[src/rtl/sap1_control_unit_pkg.sv]
// sap1_control_unit_pkg: shared opcodes, T-state indices, control-word layout and decoder
package sap1_control_unit_pkg;

    localparam int T_STATES = 6;
    localparam int OPCODE_W = 4;

    localparam int T1 = 0;
    localparam int T2 = 1;
    localparam int T3 = 2;
    localparam int T4 = 3;
    localparam int T5 = 4;
    localparam int T6 = 5;

    localparam logic [OPCODE_W-1:0] OP_LDA = 4'b0000;
    localparam logic [OPCODE_W-1:0] OP_ADD = 4'b0001;
    localparam logic [OPCODE_W-1:0] OP_SUB = 4'b0010;
    localparam logic [OPCODE_W-1:0] OP_AND = 4'b0011;
    localparam logic [OPCODE_W-1:0] OP_OR  = 4'b0100;
    localparam logic [OPCODE_W-1:0] OP_XOR = 4'b0101;
    localparam logic [OPCODE_W-1:0] OP_NOT = 4'b0110;
    localparam logic [OPCODE_W-1:0] OP_OUT = 4'b1110;
    localparam logic [OPCODE_W-1:0] OP_HLT = 4'b1111;

    localparam int CW_W  = 17;
    localparam int C_CP  = 16;
    localparam int C_EP  = 15;
    localparam int C_LM  = 14;
    localparam int C_CE  = 13;
    localparam int C_LI  = 12;
    localparam int C_EI  = 11;
    localparam int C_LA  = 10;
    localparam int C_EA  = 9;
    localparam int C_LB  = 8;
    localparam int C_LO  = 7;
    localparam int C_EU  = 6;
    localparam int C_ADD = 5;
    localparam int C_SUB = 4;
    localparam int C_AND = 3;
    localparam int C_OR  = 2;
    localparam int C_XOR = 1;
    localparam int C_NOT = 0;

    // Ungated control word for one T-state / opcode pair
    function automatic logic [CW_W-1:0] decode(input logic [T_STATES-1:0] t, input logic [OPCODE_W-1:0] op);
        logic [CW_W-1:0] c;
        logic alu2;
        c = '0;
        alu2 = (op >= OP_ADD) && (op <= OP_XOR);
        if (t[T1]) begin c[C_EP] = 1'b1; c[C_LM] = 1'b1; end
        if (t[T2]) c[C_CP] = 1'b1;
        if (t[T3]) begin c[C_CE] = 1'b1; c[C_LI] = 1'b1; end
        if (t[T4]) begin
            if (op == OP_LDA || alu2) begin c[C_EI] = 1'b1; c[C_LM] = 1'b1; end
            else if (op == OP_NOT) begin c[C_EU] = 1'b1; c[C_NOT] = 1'b1; c[C_LA] = 1'b1; end
            else if (op == OP_OUT) begin c[C_EA] = 1'b1; c[C_LO] = 1'b1; end
        end
        if (t[T5]) begin
            if (op == OP_LDA) begin c[C_CE] = 1'b1; c[C_LA] = 1'b1; end
            else if (alu2) begin c[C_CE] = 1'b1; c[C_LB] = 1'b1; end
        end
        if (t[T6] && alu2) begin
            c[C_EU]  = 1'b1;
            c[C_LA]  = 1'b1;
            c[C_ADD] = op == OP_ADD;
            c[C_SUB] = op == OP_SUB;
            c[C_AND] = op == OP_AND;
            c[C_OR]  = op == OP_OR;
            c[C_XOR] = op == OP_XOR;
        end
        return c;
    endfunction

endpackage

[src/rtl/sap1_ring_counter.sv]
// sap1_ring_counter: one-hot T-state ring, T1 after reset, rotates left on adv
module sap1_ring_counter
    import sap1_control_unit_pkg::*;
(
    input  logic                clk,
    input  logic                clr,
    input  logic                adv,
    output logic [T_STATES-1:0] tstate
);

    // Rotate one position per advance; T6 wraps back to T1
    always_ff @(posedge clk or posedge clr)
        if (clr) tstate <= T_STATES'(1);
        else if (adv) tstate <= {tstate[T_STATES-2:0], tstate[T_STATES-1]};

endmodule

[src/rtl/sap1_control_unit.sv]
// sap1_control_unit: SAP-1 T-state sequencer, opcode decoder and halt flag
module sap1_control_unit
    import sap1_control_unit_pkg::*;
(
    input  logic                clk,
    input  logic                clr,
    input  logic                run,
    input  logic                step,
    input  logic [OPCODE_W-1:0] opcode,
    output logic [T_STATES-1:0] tstate,
    output logic                halted,
    output logic                Cp,
    output logic                Ep,
    output logic                Lm,
    output logic                Ce,
    output logic                Li,
    output logic                Ei,
    output logic                La,
    output logic                Ea,
    output logic                Lb,
    output logic                Lo,
    output logic                Eu,
    output logic                Add,
    output logic                Sub,
    output logic                AndOp,
    output logic                OrOp,
    output logic                XorOp,
    output logic                NotOp
);

    logic            req;
    logic            hlt_now;
    logic [CW_W-1:0] cw;

    assign req     = !halted && (run || step);
    assign hlt_now = req && tstate[T4] && opcode == OP_HLT;

    // HLT in T4 freezes the ring there instead of advancing to T5
    sap1_ring_counter u_ring (
        .clk    (clk),
        .clr    (clr),
        .adv    (req && !hlt_now),
        .tstate (tstate)
    );

    // Halt flag set on the T4 edge of HLT; only clr clears it
    always_ff @(posedge clk or posedge clr)
        if (clr) halted <= 1'b0;
        else if (hlt_now) halted <= 1'b1;

    // Controls are silenced combinationally by clr and while halted
    always_comb cw = (clr || halted) ? '0 : decode(tstate, opcode);

    assign {Cp, Ep, Lm, Ce, Li, Ei, La, Ea, Lb, Lo, Eu, Add, Sub, AndOp, OrOp, XorOp, NotOp} = cw;

endmodule

[config.mk]
export PLATFORM = sky130hd
export DESIGN_NAME = sap1_control_unit
export DESIGN_NICKNAME = d
export VERILOG_FILES = /design/src/rtl/sap1_control_unit_pkg.sv /design/src/rtl/sap1_ring_counter.sv /design/src/rtl/sap1_control_unit.sv
export SDC_FILE = /design/constraint.sdc
export NUM_CORES = 1
export LEC_CHECK = 0
export ABC_AREA = 0
export CAP_MARGIN = 0
export CORE_MARGIN = 2
export CORE_UTILIZATION = 35
export CTS_CLUSTER_DIAMETER = 50
export DETAILED_ROUTE_END_ITERATION = 10
export GPL_ROUTABILITY_DRIVEN = 0
export PLACE_DENSITY = 0.77
export RECOVER_POWER = 50
export SETUP_SLACK_MARGIN = 0.2
export SLEW_MARGIN = 10
export SYNTH_ARGS = -nofsm -noshare
export SYNTH_HDL_FRONTEND = slang
export SYNTH_SLANG_ARGS = --single-unit
[constraint.sdc]
create_clock -name clk -period 1.7 [get_ports clk]
set_clock_uncertainty 0.2 [all_clocks]
set_input_delay 0.255 -clock clk [delete_from_list [all_inputs] [get_ports clk]]
set_output_delay 0.255 -clock clk [all_outputs]
set_load 0.02 [all_outputs]
==> reports/results.ini <==
[cts]
cts_tree=done
clock_sinks=7
clk_path_buf_depth=2
clk_pin_slew_ns=0.06
root_buffer=clkbuf_4
insertion_delay_ns=0.26
h-tree-depth=1
cts_buffers=3
cts-hold-fix-buffers=0

[power]
irDropWorstVdd_mv=1.59
leakage_nw=0.567
p_per_area_nw_per_um2=1500
total_power_mw=1.82

[drt]
antenna_left=0
wirelength_um=2500
dr.pass1.iters=4
vias_per_cell=5.73
vias=750
first_iter_violations=14
wire_per_inst_um=19.1
drc_errors=0

[sta]
finalHoldViolations=0
timing.final.ws_setup_ns=-0.224
rsz0062_at_grt=yes
worst_pin_slew_ns=0.346
final-setup-viol-count=21
slew_violations=0
timing.fmax_mhz=520
finalCritPeriodShare_pct=113
fin_crit_ns=1.92
relSlewSlack_pct=76.7

[flow_run]
drv_cap=0

[setup_path]
cp.buffers_inverters=2
critical_path_class=reg -> out
arrival_ns=1.47
crit_path_end_kind=output port
crit_slowest_cell=dfrtp_2
max_stage_delay_ns=0.42
path_common_cell=buf_4
worstPathCellList=nor2_4, buf_4, nand4_1, o211ai_1, buf_4
cp-start-kind=register
cp.required_ns=1.24
crit_fanout=6
critPathTopFamily=flip-flops

[layout]
layout_commonest_cell=buf_6
nNetsFinal=125
layout-drive-gt1-share_pct=71.6
antenna_cells=0
layout-area-overhead-vs-synth_pct=138
final_area_um2=1220
mostFrequentLayoutCells=buf_6 (25), buf_4 (22)

[global_routing]
overflow=0
grt_pass1_wl_um=3280
groute.usage.overall_pct=24.9
grt_pass1_vias=717
grt_max_degree=8
antenna_found_initial=0

[logic_synthesis]
synth-seq-area-share_pct=34.6
yosys.area.top_type_share_pct=29.4
ys_async_sr_fraction_pct=100
netlist_area_um2=510
dominantRegCellSynth=dfrtp_1
yosys-top-cells-area=dfrtp_1 (29%), mux2_4 (12%), dfstp_2 (5.1%)
synth_seq_cells=7
ys_warn_count=0
synth_cell_types=27
syn_avg_cell_area_um2=9.28
synthCells=55
yosys.area.top_type=dfrtp_1
syn-num-nets=63
synth_edf_count=0

[floorplan]
rows=13
ioPinCount=32
die_area_um2=1780
die_x_um=42.2
coreArea_um2=1330
fp.dieH_um=42.2
initial_core_util_pct=38.3

[min_path]
hold_class=in -> async

[placement]
dp_hpwl_um=1460
port_buffers=31
dpl_cell_area_um2=1050
pre_cts_ws_ns=-0.858

[status]
violations=setup timing
status=finished, violations left

==> final timing paths <==
check | start | endpoint | slack [ns] | cells after the start
worst max-delay path | halted$_DFFE_PP0P_ | La | -0.22 | 5
worst min-delay path | clr | u_ring.tstate[4]$_DFFE_PP0P_ | 0.08 | 3
worst max register to register | halted$_DFFE_PP0P_ | u_ring.tstate[5]$_DFFE_PP0P_ | -0.20 | 6
worst min register to register | u_ring.tstate[2]$_DFFE_PP0P_ | u_ring.tstate[3]$_DFFE_PP0P_ | 0.39 | 2
max in group asynchronous | clr | u_ring.tstate[0]$_DFFE_PP1P_ | 0.95 | 3
min in group clk | opcode[0] | u_ring.tstate[3]$_DFFE_PP0P_ | 0.37 | 4
==> report_power, final <==
group	internal (mW)	total, mW	switching, mW
clock	0.0899	0.157	0.0670
sequential	0.263	0.367	0.104
combinational	0.693	1.30	0.607
==> layer usage <==
layer / GRT usage (%) / routed length [µm] / up-vias
met1: 29.8 / 979 / 357
li1: - / - / 324
met3: 2.16 / 179 / 14
met2: 41.5 / 1240 / 55
met4: 17.5 / 102 / 0
met5: 0 / 0 / -
==> worst reg2reg max path, delay by kind of cell (launching register included) <==
family	cells	cell delay, ns
flip-flops	1	0.42
AO/OA/AOI/OAI	2	0.46
buffers and inverters	3	0.39
multiplexers	1	0.31
==> kinds of logic after synthesis <==
logic type	Yosys count	share of synthesized area, %
compound gates	8	14.7
simple gates	30	32.6
mux	5	13.7
flops	7	34.6
buf+inv	5	4.41
==> flip-flops by register name, summed over array words and instances (netlist names) <==
signal and count:
u_ring.tstate 6, halted 1
==> final cells by class <==
class / count / area (µm²)
Sequential cell: 7 / 179
Fill cell: 60 / 118
Multi-Input combinational cell: 43 / 433
Clock buffer: 4 / 26.3
Tap cell: 15 / 18.8
Timing Repair Buffer: 59 / 548
Inverter: 3 / 11.3
==> through the flow <==
step                      utilization [%]  instances  hold WS, ns  setup TNS, ns
after floorplan                         -         55       -0.142              0
after global placement               78.4        119        0.364         -12.60
after detailed placement             78.4        119        0.367         -13.18
after CTS                            86.3        128       0.0708          -1.72
after global routing                 91.2        131        0.114          -4.07
final                                91.2        131       0.0750          -3.35
==> timing repair <==
action | CTS | global route
pin swaps | 10 | 5
endpoints found under the setup margin | 29 | 26
resized for setup | 151 | 12
buffers inserted | 5 | 3
==> cells in the mapped netlist (2+ instances only) <==
master / count
nor3_1: 4
mux2_4: 4
nand3_1: 2
a21oi_1: 4
nand2_1: 3
nor2_1: 6
inv_1: 3
nand4_1: 3
dfrtp_1: 6
and2_1: 3
No activity file was read; power rests on OpenSTA's default activity.
